===== src/rtl/muldiv_unit.sv =====
// Iterative RV32M multiply/divide unit: shift-add multiply and restoring divide on
// operand magnitudes, with a fixed WIDTH+2 cycle latency from launch to Done.
module muldiv_unit #(
  parameter int WIDTH = 32
) (
  input  logic             clk,
  input  logic             rst_n,
  input  logic             Start,
  input  logic             Flush,
  input  logic [2:0]       MulDivOp,
  input  logic [WIDTH-1:0] SrcA,
  input  logic [WIDTH-1:0] SrcB,
  output logic [WIDTH-1:0] MulDivResult,
  output logic             Busy,
  output logic             Done,
  output logic [1:0]       dbg_state
);

  localparam int CW = (WIDTH > 1) ? $clog2(WIDTH) : 1;

  typedef enum logic [1:0] {
    IDLE = 2'd0,
    CALC = 2'd1,
    FIX  = 2'd2,
    DONE = 2'd3
  } state_t;

  localparam logic [2:0] OP_MUL    = 3'b000;
  localparam logic [2:0] OP_MULH   = 3'b001;
  localparam logic [2:0] OP_MULHSU = 3'b010;
  localparam logic [2:0] OP_DIV    = 3'b100;
  localparam logic [2:0] OP_REM    = 3'b110;

  state_t           state;
  logic [CW-1:0]    counter;
  logic [2:0]       op_q;
  logic [WIDTH-1:0] a_mag;
  logic [WIDTH-1:0] b_mag;
  logic [WIDTH-1:0] hi;
  logic [WIDTH-1:0] lo;
  logic             neg_q;
  logic             neg_r;
  logic             div0;
  logic             ovf;

  // Launch-time operand conditioning
  logic             a_signed, b_signed, a_neg, b_neg;
  logic [WIDTH-1:0] a_abs, b_abs;

  always_comb begin
    a_signed = (MulDivOp == OP_MULH) || (MulDivOp == OP_MULHSU) ||
               (MulDivOp == OP_DIV)  || (MulDivOp == OP_REM);
    b_signed = (MulDivOp == OP_MULH) || (MulDivOp == OP_DIV) || (MulDivOp == OP_REM);
    a_neg    = a_signed & SrcA[WIDTH-1];
    b_neg    = b_signed & SrcB[WIDTH-1];
    a_abs    = a_neg ? (~SrcA + 1'b1) : SrcA;
    b_abs    = b_neg ? (~SrcB + 1'b1) : SrcB;
  end

  // One iteration: hi/lo hold the running product, or remainder/quotient when dividing
  logic [WIDTH:0] mul_sum;
  logic [WIDTH:0] div_trial;
  logic           div_ok;

  always_comb begin
    mul_sum   = {1'b0, hi} + (lo[0] ? {1'b0, b_mag} : '0);
    div_trial = {hi, lo[WIDTH-1]} - {1'b0, b_mag};
    div_ok    = ~div_trial[WIDTH];
  end

  // Sign correction and result selection, consumed in FIX
  logic [2*WIDTH-1:0] prod, prod_s;
  logic [WIDTH-1:0]   quot_s, rem_s, dvd_s, fix_result;

  always_comb begin
    prod   = {hi, lo};
    prod_s = neg_q ? (~prod + 1'b1) : prod;
    quot_s = neg_q ? (~lo + 1'b1) : lo;
    rem_s  = neg_r ? (~hi + 1'b1) : hi;
    dvd_s  = neg_r ? (~a_mag + 1'b1) : a_mag;
    fix_result = '0;
    case (op_q)
      OP_MUL:                fix_result = prod_s[WIDTH-1:0];
      3'b001, 3'b010, 3'b011: fix_result = prod_s[2*WIDTH-1:WIDTH];
      3'b100, 3'b101: begin
        if (div0)     fix_result = '1;
        else if (ovf) fix_result = {1'b1, {(WIDTH-1){1'b0}}};
        else          fix_result = quot_s;
      end
      default: begin
        if (div0)     fix_result = dvd_s;
        else if (ovf) fix_result = '0;
        else          fix_result = rem_s;
      end
    endcase
  end

  always_ff @(posedge clk or negedge rst_n) begin
    if (!rst_n) begin
      state        <= IDLE;
      counter      <= '0;
      op_q         <= '0;
      a_mag        <= '0;
      b_mag        <= '0;
      hi           <= '0;
      lo           <= '0;
      neg_q        <= 1'b0;
      neg_r        <= 1'b0;
      div0         <= 1'b0;
      ovf          <= 1'b0;
      MulDivResult <= '0;
    end else if (Flush && (state != IDLE)) begin
      state <= IDLE;
    end else begin
      case (state)
        IDLE: begin
          if (Start && !Flush) begin
            state   <= CALC;
            counter <= '0;
            op_q    <= MulDivOp;
            a_mag   <= a_abs;
            b_mag   <= b_abs;
            hi      <= '0;
            lo      <= a_abs;
            neg_q   <= a_neg ^ b_neg;
            neg_r   <= a_neg;
            div0    <= (SrcB == '0);
            ovf     <= ((MulDivOp == OP_DIV) || (MulDivOp == OP_REM)) &&
                       (SrcA == {1'b1, {(WIDTH-1){1'b0}}}) && (&SrcB);
          end
        end
        CALC: begin
          if (op_q[2]) begin
            if (div_ok) begin
              hi <= div_trial[WIDTH-1:0];
              lo <= {lo[WIDTH-2:0], 1'b1};
            end else begin
              hi <= {hi[WIDTH-2:0], lo[WIDTH-1]};
              lo <= {lo[WIDTH-2:0], 1'b0};
            end
          end else begin
            {hi, lo} <= {mul_sum, lo[WIDTH-1:1]};
          end
          counter <= counter + 1'b1;
          if (counter == CW'(WIDTH - 1)) state <= FIX;
        end
        FIX: begin
          MulDivResult <= fix_result;
          state        <= DONE;
        end
        default: state <= IDLE;
      endcase
    end
  end

  assign Busy      = (state != IDLE);
  assign Done      = (state == DONE);
  assign dbg_state = state;

endmodule


===== config.mk =====
export PLATFORM = sky130hd
export DESIGN_NAME = muldiv_unit
export DESIGN_NICKNAME = d
export VERILOG_FILES = /design/src/rtl/muldiv_unit.sv
export SDC_FILE = /design/constraint.sdc
export NUM_CORES = 1
export LEC_CHECK = 0
export ABC_AREA = 1
export CAP_MARGIN = 10
export CORE_UTILIZATION = 40
export DETAILED_ROUTE_END_ITERATION = 8
export DONT_BUFFER_PORTS = 1
export MAX_ROUTING_LAYER = met4
export PLACE_DENSITY_LB_ADDON = 0.05
export RECOVER_POWER = 100
export SLEW_MARGIN = 25
export SYNTH_ARGS = -nofsm -noshare
export SYNTH_HDL_FRONTEND = slang
export SYNTH_SLANG_ARGS = --single-unit

===== constraint.sdc =====
create_clock -name clk -period 7.25 [get_ports clk]
set_input_delay 0.725 -clock clk [delete_from_list [all_inputs] [get_ports clk]]
set_output_delay 0.725 -clock clk [all_outputs]
set_load 0.01 [all_outputs]

# ---- Word level (Yosys, flattened, before mapping)
# Index checks and enable logic that the tools add are counted.
dict set report op_classes {
  addsub 9
  eq_ne 17
  n_mux 26
  n_bitwise 10
  n_reduce_logical 23
}
# operator count
set ops {}
lappend ops {{two-way mux 32 bit} 15}
lappend ops {{adder 32 x 1 -> 32 bit (second input constant)} 5}
lappend ops {{NOT 32 bit} 5}
lappend ops {{case mux 32 bit (2 select lines)} 2}
lappend ops {{case mux 32 bit (3 select lines)} 1}
lappend ops {{adder 64 x 1 -> 64 bit (second input constant)} 1}
lappend ops {{two-way mux 64 bit} 1}
lappend ops {{NOT 64 bit} 1}
lappend ops {{adder 32 x 32 -> 33 bit} 1}
lappend ops {{subtractor 33 x 32 -> 33 bit} 1}
lappend ops {{== test 32 bit (second input constant)} 1}
lappend ops {{zero test 32 bit} 1}
lappend ops {{AND reduction 32 bit} 1}
lappend ops {{== test 3 bit (second input constant)} 4}
lappend ops {{case mux 5 bit (2 select lines)} 1}
lappend ops {{== test 3 x 2 -> 1 bit (second input constant)} 3}
lappend ops {{== test 3 x 1 -> 1 bit (second input constant)} 2}
lappend ops {{logical OR 1 bit} 6}
lappend ops {{two-way mux 2 bit} 3}
lappend ops {{!= test 3 bit (second input constant)} 2}
lappend ops {{case mux 2 bit (3 select lines)} 1}
lappend ops {{AND reduction 3 bit} 2}
lappend ops {{adder 5 x 1 -> 5 bit (second input constant)} 1}
lappend ops {{== test 5 bit (second input constant)} 1}
lappend ops {{16 further kinds} 23}
dict set report word_totals {
  register_bits 174
  in_bits 71
  output_inout_bits 36
  word_cells 97
}

# ---- Depth between registers and ports, before layout
# Gate-level depths: netlist (run 1).
dict set report depth {
  word_depth 8
  depth_mapped 21
  mapped_depth_nobuf 20
}

# ---- Worst setup path after synthesis (run 1)
# OpenSTA, ideal clock, no wires.
dict set report synth_timing {
  path_kind {flip-flop to flip-flop}
  from {register lo[0]}
  to {register hi[29]}
  setup_time_ns 0.116
  arrival_time_ns 2.363
  t_required_ns 7.134
  path_slack_ns 4.771
  stages_incl_launch_ff 21
  path_buffers 1
  synth_period_minus_slack_ns 2.479
  path_cell_list {dfrtp_1 -> buf_2 -> nand2_1 -> inv_1 -> ha_1 -> inv_1 -> fa_1 -> inv_1 -> nand2_1 -> o21ai_0 -> nand2_1 -> nand2_1 -> nand2_1 -> nand2_1 -> nand2_1 -> nand3_1 -> nand3_1 -> nand2_1 -> inv_1 -> nand2_1 -> nand2_1}
}
dict set report synth_via {
  elab_chain_len 4
}
# item line_no
set synth_rtl {}
lappend synth_rtl {{start: declaration} 40} ;# logic [WIDTH-1:0] lo;
lappend synth_rtl {{start signal: assignment} 124} ;# lo <= a_abs;
lappend synth_rtl {{start signal: assignment} 136} ;# lo <= {lo[WIDTH-2:0], 1'b1};
lappend synth_rtl {{start signal: assignment} 139} ;# lo <= {lo[WIDTH-2:0], 1'b0};
lappend synth_rtl {{two-way mux 32 bit} 66} ;# mul_sum = {1'b0, hi} + (lo[0] ? {1'b0, b_mag} : '0);
lappend synth_rtl {{adder 32 x 32 -> 33 bit} 66}
lappend synth_rtl {{two-way mux 32 bit} 133} ;# if (op_q[2]) begin
lappend synth_rtl {{case mux 32 bit (2 select lines)} 115} ;# case (state)
lappend synth_rtl {{end signal: assignment} 135} ;# hi <= div_trial[WIDTH-1:0];
lappend synth_rtl {{end signal: assignment} 138} ;# hi <= {hi[WIDTH-2:0], lo[WIDTH-1]};
lappend synth_rtl {{end signal: assignment} 142} ;# {hi, lo} <= {mul_sum, lo[WIDTH-1:1]};
lappend synth_rtl {{end: declaration} 39} ;# logic [WIDTH-1:0] hi;
# Every way passes these cells.
# A chain may end at the register's enable or synchronous reset.

# ---- Worst setup path in the final report (run 1)
dict set report layout_timing {
  from {register hi[6]}
  to {register hi[28]}
}
dict set report layout_via {
  elab_chain_len 4
  word_cells_on_any_way 5
  classes_between {add/sub (2); mux (3)}
}
# item line_no
set layout_rtl {}
lappend layout_rtl {{subtractor 33 x 32 -> 33 bit} 67} ;# div_trial = {hi, lo[WIDTH-1]} - {1'b0, b_mag};
lappend layout_rtl {{two-way mux 32 bit} 134} ;# if (div_ok) begin
lappend layout_rtl {{two-way mux 32 bit (*)} 133}
lappend layout_rtl {{case mux 32 bit (2 select lines) (*)} 115}
# Every way passes the cells marked *; elsewhere a longest branch is shown, timed or not.

==> flow_summary.yaml, run 1 <==
routing:
  drc: 0
  drt_iter0_markers: 2606
  routed_wl_mm: 90.6
  drt-vias-per-instance: 5.65
  routedWlPerCell_um: 22.5
  postRouteAntennaNets: 0
  via_count: 22800
  drt_pre_antenna_iters: 7
cells_and_area:
  fill_cells: 5437
  fin_area_um2: 20600
  finish.utilization: 0.429
  area_growth_pct: 5.22
  final_layout_size_suffix_gt1_frac: 0.0249
  final_nets: 3548
  finalNonFillerCells: 4029
pwr:
  cellPowerDensity_nw_per_um2: 493
  intPower_mw: 3.88
  finalPower_mw: 10.1
  seq_power_share: 0.213
  switching_share: 0.617
  switchingPower_mw: 6.26
  ir_drop_mv: 0.219
  p_clk_frac: 0.101
  p_comb_frac: 0.686
  power.leakage_nw: 11.1
clock_tree:
  cts_inserted_buffers: 17
  worst_skew_pair.late_latency_ns: 0.51
  clock_path_buffers: 2
  cts_tree: "yes"
  cts_resized: 0
  post_cts_buffers: 0
  cts.sinks: 174
  cts_root_buffer: "clkbuf_16"
  clk_pin_slew_worst_paths_ns: 0.08
  htree_levels: 4
logic_synthesis:
  synth.avg_cell_area_um2: 5.64
  synthTopCellsByArea: "nand2_1 (23%), dfrtp_1 (22%), inv_1 (9.6%)"
  postSynth.asyncResetShare: 1.00
  synth_edf_count: 0
  yosysTopAreaCell: "nand2_1"
  synth_seq_cells: 174
  yosys_warnings: 0
  yosysTopAreaCellShare: 0.230
  ys.flop_type: "dfrtp_1"
  ys_seq_area_frac: 0.223
  synth_nets: 3618
  syn_area_um2: 19600
  syn_inst: 3469
  synth_cell_types: 56
floorplan:
  die-area_um2: 49800
  core_um2: 47900
  start_util: 0.408
  rows: 80
  ioPinCount: 107
  die_w_um: 223
  die_h_um: 223
placed_design:
  place_congestion: 1.07
  port-buffer-count: 0
  place_area_um2: 20000
  place_inst: 3993
  dp_hpwl_mm: 72.4
min_path:
  min_path_type: "in2reg"
global_route:
  grt_pass1_wl_mm: 133
  grt_util_all_layers: 0.374
  gr-total-overflow: 0
  antenna_found_initial: 5
  grt_pass1_vias: 20700
  grt_max_degree: 175
critical_path:
  end_kind: "flop"
  max_stage_delay_ns: 1.29
  slowest_stage: "nand2_1"
  crit_required_ns: 7.64
  r2r_slack_ns: 2.10
  cp_max_fo: 45
  crit_top_cell: "nand2_1"
  critPathLaunchType: "flop"
  path_cells: "ha_1 > nand2_1 > inv_1 > a21oi_1 > nand2_1 > nand2_1 > nand2_1 > nand2_4 > nand3_1 > nand2_1 > nand2_1 > nand2_1 > nand2_1 > nand2_1 > nand2_1"
  cp.arrival_ns: 5.54
  path_class: "reg2reg"
sta:
  clock_skew_ns: 0.0189
  setup_violations: 0
  finalHoldViolCount: 0
  period_share: 0.710
  slew_headroom: -1.32
  slew_viol_final: 218
  min_period_ns: 5.15
  fmax_ghz: 0.194
  rsz0062_at_grt: "no"
  fin_tns_setup_ns: 0
  worstMarginPinSlew_ns: 3.47
status:
  failed_checks: "capacitance limit, slew limit"
  outcome: "finished, violations left"
run:
  maxCapViolations: 4
[registers in the layout, summed over array words and instances (netlist names)]
signal	count
hi	32
b_mag	32
dbg_state	2
MulDivResult	32
neg_q	1
ovf	1
div0	1
a_mag	32
neg_r	1
op_q	3
lo	32
counter	5
[synth_stat cells (all sizes together) (11+ instances only)]
cell       n
inv      506
nand3b    11
nand3    323
dfrtp    174
nor3      37
xor2      72
a21oi    154
nand2   1209
nand4     38
o21bai    11
ha        76
nor2     380
clkbuf    67
o21ai    249
buf       43
o221ai    18
xnor2     16
[cell type report]
class	instances	area, um2	share of cell area
Clock inverter	15	185	0.00900
Inverter	509	1910	0.0929
Antenna cell	2	5.00	0.000243
Timing Repair Buffer	21	155	0.00754
Sequential cell	174	4360	0.212
Tap cell	615	769	0.0374
Multi-Input combinational cell	2676	12800	0.620
Clock buffer	17	425	0.0207
[repair_timing]
action                                 4_1_cts  5_1_grt
hold buffers                                 1        0
setup endpoints to repair                    0        0
endpoints found under the hold margin      174        0
[path summary, 6_finish.rpt]
check / from / to / depth (start not counted)
worst max register to register: hi[6] / hi[28] / 15
max in group asynchronous: rst_n / MulDivResult[24] / 1
worst min register to register: a_mag[1] / a_mag[1] / 2
worst max-delay path: hi[6] / hi[28] / 15
min in group asynchronous: rst_n / MulDivResult[3] / 1
worst min-delay path: SrcA[0] / a_mag[0] / 2
[worst max-delay path: cells and delay by family (launching register included)]
kind,cells,cell delay [ns]
adder cells (fa/ha/maj),1,0.41
AND/OR/NAND/NOR,12,3.53
AO/OA/AOI/OAI,1,0.24
buffers and inverters,1,0.05
flip-flops,1,0.81
[placed cells by master (no fill, tap or decap), types with 4 or more instances in the layout]
| cell | count |
|---|---|
| a21oi_1 | 153 |
| a22oi_1 | 10 |
| a31oi_1 | 10 |
| and2_1 | 6 |
| buf_4 | 12 |
| clkbuf_1 | 7 |
| clkbuf_16 | 17 |
| clkinv_1 | 4 |
| clkinv_2 | 4 |
| dfrtp_1 | 170 |
| dfrtp_2 | 4 |
| ha_1 | 76 |
| inv_1 | 502 |
| nand2_1 | 1204 |
| nand3_1 | 321 |
| nand3b_1 | 11 |
| nand4_1 | 38 |
| nor2_1 | 369 |
| nor2_2 | 10 |
| nor3_1 | 35 |
| nor4_1 | 6 |
| o211ai_1 | 9 |
| o21ai_0 | 239 |
| o21ai_1 | 9 |
| o21bai_1 | 11 |
| o221ai_1 | 18 |
| o31ai_1 | 9 |
| or2_2 | 9 |
| xnor2_1 | 16 |
| xor2_1 | 72 |
[per-stage QoR]
| step | hold slack (ns) | setup WS [ns] |
|---|---|---|
| after global placement | 0.440 | 3.86 |
| final | 0.351 | 2.10 |
| after detailed placement | 0.438 | 3.71 |
| after floorplan | 0.429 | 4.77 |
| after CTS | 0.288 | 3.69 |
| after global routing | 0.360 | 1.82 |
[kinds of logic after synthesis]
| group | after synthesis | synth area share |
|---|---|---|
| AND/OR/NAND/NOR | 2024 | 0.428 |
| multiplexers | 1 | 0.000512 |
| AO/OA/AOI/OAI | 485 | 0.136 |
| flip-flops | 174 | 0.223 |
| buffers and inverters | 619 | 0.122 |
| adder cells (fa/ha/maj) | 78 | 0.0507 |
| XOR/XNOR | 88 | 0.0394 |
[power by group through the flow]
stage / Combinational [mW] / Clock (mW) / Sequential [mW]
global route: 7.62 / 1.07 / 2.19
finish: 6.95 / 1.03 / 2.16
floorplan: 4.86 / 0 / 1.71
global placement: 6.75 / 0 / 2.13
detailed placement: 6.74 / 0 / 2.13
CTS: 6.79 / 1.05 / 2.12
[metal layers]
| layer | vias to the layer above | routed length [um] | global-route usage |
|---|---|---|---|
| met2 | 1146 | 36300 | 0.508 |
| met5 | - | 0 | - |
| met4 | 0 | 2110 | 0.0992 |
| met1 | 10600 | 42700 | 0.539 |
| li1 | 10900 | - | - |
| met3 | 113 | 9530 | 0.0986 |
Note: power is estimated with default switching activity, not from simulation.
==> run 2, diff against run 1 <==
Clock period 7.25 ns to 4.95 ns, I/O delays scaled along.
==> flow_summary.yaml, run 2 (same netlist as run 1, synthesis figures left out) <==
status:
  outcome: "finished, violations left"
  failed_checks: "hold timing, capacitance limit, slew limit"
pwr:
  seq_power_share: 0.205
  power.leakage_nw: 11.1
  switchingPower_mw: 9.26
  cellPowerDensity_nw_per_um2: 722
  intPower_mw: 5.65
  switching_share: 0.621
  p_clk_frac: 0.099
  p_comb_frac: 0.695
  ir_drop_mv: 0.319
cells_and_area:
  final_nets: 3553
  fill_cells: 5406
  final_layout_size_suffix_gt1_frac: 0.0278
  mostFrequentLayoutCell: "nand2_1"
  finalNonFillerCells: 4035
  area_growth_pct: 5.71
  layout_common_cells: "nand2_1 (1205), inv_1 (500), nor2_1 (368), nand3_1 (322), o21ai_0 (236)"
sta:
  rsz0062_at_grt: "no"
  slew_headroom: -0.631
  slew_viol_final: 173
  min_period_ns: 3.91
  timing.hold.ws_ns: -0.0458
  clock_skew_ns: 0.0272
  period_share: 0.791
  fin_tns_setup_ns: 0
  setup_slack_ns: 1.04
  finalHoldViolCount: 39
  fmax_ghz: 0.255
  setup_violations: 0
  worstMarginPinSlew_ns: 2.45
placed_design:
  dp_hpwl_mm: 72.7
  port-buffer-count: 0
  dp_slack_ns: 1.60
  place_inst: 3999
  place_congestion: 1.04
floorplan:
  die-area_um2: 49800
  start_util: 0.408
  die_w_um: 223
  die_h_um: 223
  ioPinCount: 107
  rows: 80
  core_um2: 47900
critical_path:
  end_kind: "flop"
  cp.arrival_ns: 4.32
  critPathLaunchType: "flop"
  cp_max_fo: 45
  crit_required_ns: 5.35
  path_class: "reg2reg"
routing:
  drc: 0
  via_count: 22800
  routedWlPerCell_um: 22.5
  routed_wl_mm: 90.8
  postRouteAntennaNets: 0
  drt_pre_antenna_iters: 6
  drt-vias-per-instance: 5.64
  drt_iter0_markers: 2851
global_route:
  gr-total-overflow: 0
  grt_max_degree: 175
  grt_pass1_wl_mm: 133
  grt_pass1_vias: 20700
  antenna_found_initial: 3
  grt_util_all_layers: 0.374
clock_tree:
  htree_levels: 4
  clk_pin_slew_worst_paths_ns: 0.09
  cts.sinks: 174
  cts_tree: "yes"
  cts_root_buffer: "clkbuf_16"
  worst_skew_pair.late_latency_ns: 0.53
  cts_inserted_buffers: 17
  clock_path_buffers: 2
min_path:
  min_path_type: "in2async"
run:
  maxCapViolations: 3
==> run 2: changes by cell type in the layout (fill, tap and decap cells not counted), sizes merged <==
cell    previous run  this run
buf               14        22
bufinv             3         1
clkbuf            24        22
diode              2         3
inv              510       511
==> run 2: worst max-delay path: stages, from the launching register on <==
cell,delay [ns]
dfrtp_1,0.58
inv_1,0.14
ha_1,0.26
fa_1,0.41
inv_1,0.13
nand3_1,0.08
nand2_1,0.18
nand2_1,0.07
nand2_1,0.15
nand2_1,0.08
nand2_1,0.14
nand2_4,0.07
nand2_1,0.11
nand2_4,0.28
nand2_1,0.70
nand2_1,0.13
nand2_1,0.09
nand2_1,0.05
nand2_1,0.08
nand2_1,0.05
==> run 2: final cells by class <==
cell class                      instances  area, um2  area share
Timing Repair Buffer                   26        215      0.0104
Clock buffer                           18        439      0.0213
Multi-Input combinational cell       2676      12800       0.618
Inverter                              509       1910      0.0924
Clock inverter                         14        191     0.00926
Sequential cell                       174       4360       0.211
Antenna cell                            3       7.51    0.000363
Tap cell                              615        769      0.0372
==> run 2: metrics by stage <==
stage	power [mW]	utilization	area, um2
floorplan	9.62	-	19600
global placement	13.1	0.419	20100
detailed placement	13.1	0.419	20100
CTS	14.6	0.432	20700
global route	16.0	0.431	20700
finish	14.9	0.431	20700
==> run 2: final timing paths <==
kind,start,to,slack [ns],cells after the start
worst min register to register,counter[2],counter[2],0.49,1
max in group asynchronous,rst_n,neg_q,4.05,1
worst min-delay path,rst_n,b_mag[24],-0.05,1
worst max-delay path,lo[31],hi[27],1.04,19
min in group clk,SrcA[31],a_mag[31],0.13,2
worst max register to register,lo[31],hi[27],1.04,19
==> run 2: power by group through the flow <==
stage / logic (mW) / registers [mW] / clock network [mW]
after detailed placement: 10.1 / 3.03 / 0
after floorplan: 7.12 / 2.50 / 0
after global placement: 10.1 / 3.02 / 0
after CTS: 10.1 / 3.00 / 1.50
after global routing: 11.4 / 3.09 / 1.55
final: 10.4 / 3.06 / 1.48
==> run 2: what timing repair did <==
action,CTS,global route
hold buffers,1,0
buffers inserted,0,0
resized for setup,0,0
hold endpoints to repair,174,0
==> run 2: metal layers <==
layer  part of all wire  global-route usage
met1               0.48               0.558
met2               0.39               0.494
met3               0.11              0.0803
met4              0.024               0.107
met5                  0                   -
==> run 3, diff against run 2 <==
Clock period 4.95 ns to 3.3 ns, I/O delays scaled along.
==> flow_summary.yaml, run 3 (same netlist as run 1, synthesis figures left out) <==
status:
  outcome: "finished, violations left"
  failed_checks: "hold timing, capacitance limit, slew limit"
cells_and_area:
  layout_common_cells: "nand2_1 (1201), inv_1 (502), nor2_1 (367), nand3_1 (322), o21ai_0 (236)"
  final_layout_size_suffix_gt1_frac: 0.0395
  mostFrequentLayoutCell: "nand2_1"
  fin_area_um2: 21000
  area_growth_pct: 7.23
  final_nets: 3600
sta:
  slew_viol_final: 80
  rsz0062_at_grt: "no"
  timing.hold.ws_ns: -0.480
  min_period_ns: 3.10
  clock_skew_ns: 0.0261
  setup_violations: 0
  fin_tns_setup_ns: 0
  fmax_ghz: 0.323
  finalHoldViolCount: 174
  period_share: 0.939
  worstMarginPinSlew_ns: 1.55
  slew_headroom: -0.0318
critical_path:
  max_stage_delay_ns: 0.45
  path_buf_inv: 3
  cp_top_family: "simple AND/OR/NAND/NOR gates"
  cp.arrival_ns: 3.51
  crit_top_cell: "nand2_1"
  slowest_stage: "nor2_1"
  path_class: "reg2reg"
  path_cells: "buf_12 > inv_1 > ha_1 > nand3_1 > nor2_1 > nand2_1 > nor2_1 > xor2_1 > nand2_1 > o211ai_1 > nand3_1 > nand2_1 > inv_1"
  critPathLaunchType: "flop"
  cp_max_fo: 35
  end_kind: "flop"
  crit_required_ns: 3.71
global_route:
  antenna_found_initial: 3
  grt_util_all_layers: 0.374
  grt_max_degree: 175
  grt_pass1_wl_mm: 134
  gr-total-overflow: 0
  grt_pass1_vias: 21000
pwr:
  power.leakage_nw: 11.3
  ir_drop_mv: 0.642
  cellPowerDensity_nw_per_um2: 1070
clock_tree:
  cts_tree: "yes"
  cts.sinks: 174
  clock_path_buffers: 2
  post_cts_buffers: 0
  cts_inserted_buffers: 17
  htree_levels: 4
  cts_hold_buf: 5
  cts_root_buffer: "clkbuf_16"
  worst_skew_pair.late_latency_ns: 0.52
  clk_pin_slew_worst_paths_ns: 0.09
floorplan:
  die_w_um: 223
  die-area_um2: 49800
  ioPinCount: 107
  start_util: 0.408
  rows: 80
  core_um2: 47900
  die_h_um: 223
routing:
  drt_iter0_markers: 2952
  wl_met1_mm: 42.6
  top_layer: "met4"
  via_count: 23000
  drt_pre_antenna_iters: 6
  met3WireLength_mm: 9.60
  routedWlPerCell_um: 22.2
  routed_wl_mm: 90.6
  drt-vias-per-instance: 5.64
  met2_wirelength_mm: 36.1
  postRouteAntennaNets: 0
  drc: 0
placed_design:
  port-buffer-count: 0
  dp_hpwl_mm: 72.7
  place_congestion: 1.07
  place_area_um2: 20400
min_path:
  min_path_type: "in2async"
run:
  maxCapViolations: 1
-- run 3: changes by cell type in the layout (fill, tap and decap cells not counted), moves of 3 or more --
cell,previous run,this run
dlygate4sd3_1,0,5
buf_4,20,61
nand2_1,1205,1201
clkinv_8,5,2
nand2_2,2,5
-- run 3: routing by layer --
layer	global-route usage	vias to the layer above
met5	-	-
met4	0.111	0
met3	0.0874	121
li1	-	11000
met2	0.504	1136
met1	0.544	10800
-- run 3: where the power goes --
group	internal (mW)	leakage (nW)	switching, mW
Sequential	3.01	2.23	1.26
Clock	1.00	0.276	1.12
Combinational	4.61	8.82	11.4
Total	8.62	11.3	13.8
-- run 3: metrics by stage --
| stage | instances | hold slack [ns] | util | worst slack [ns] | power (mW) |
|---|---|---|---|---|---|
| after floorplan | 3469 | 0.0344 | - | 0.821 | 14.4 |
| after global placement | 4042 | 0.0442 | 0.425 | 0.410 | 19.7 |
| after detailed placement | 4042 | 0.0452 | 0.425 | 0.363 | 19.8 |
| after CTS | 4079 | -0.514 | 0.438 | 0.337 | 22.0 |
| after global routing | 4081 | -0.491 | 0.437 | 0.0931 | 24.2 |
| final | 4081 | -0.480 | 0.437 | 0.201 | 22.4 |
-- run 3: worst paths after layout --
path / start / to / slack, ns / depth (start not counted)
setup / recovery: lo[0] / MulDivResult[0] / 0.20 / 13
hold / removal: rst_n / MulDivResult[27] / -0.48 / 0
setup reg to reg: lo[0] / MulDivResult[0] / 0.20 / 13
hold reg to reg: counter[2] / counter[2] / 0.50 / 1
max in group asynchronous: rst_n / neg_r / 3.49 / 0
min in group clk: SrcB[8] / b_mag[8] / 0.02 / 2
-- run 3: area by class of cell --
class,count,area [um2]
antenna,2,5.00
clock buffer,18,429
clock inverter,14,148
fill,5366,27000
inverter,509,1910
multi-input combinational,2676,12800
sequential,174,4360
tap,615,769
timing repair buffer,73,554
-- run 3: worst register-to-register path, cell delays in order, from the launching register on --
cell and delay, ns:
dfrtp_1 0.41, buf_12 0.18, inv_1 0.13, ha_1 0.36
nand3_1 0.31, nor2_1 0.28, nand2_1 0.11, nor2_1 0.45
xor2_1 0.20, nand2_1 0.07, o211ai_1 0.09, nand3_1 0.24
nand2_1 0.12, inv_1 0.04
-- run 3: repair_timing --
action                     in CTS  in global routing
hold endpoints to repair      179                174
resized for setup               0                  1
setup endpoints to repair       0                  2
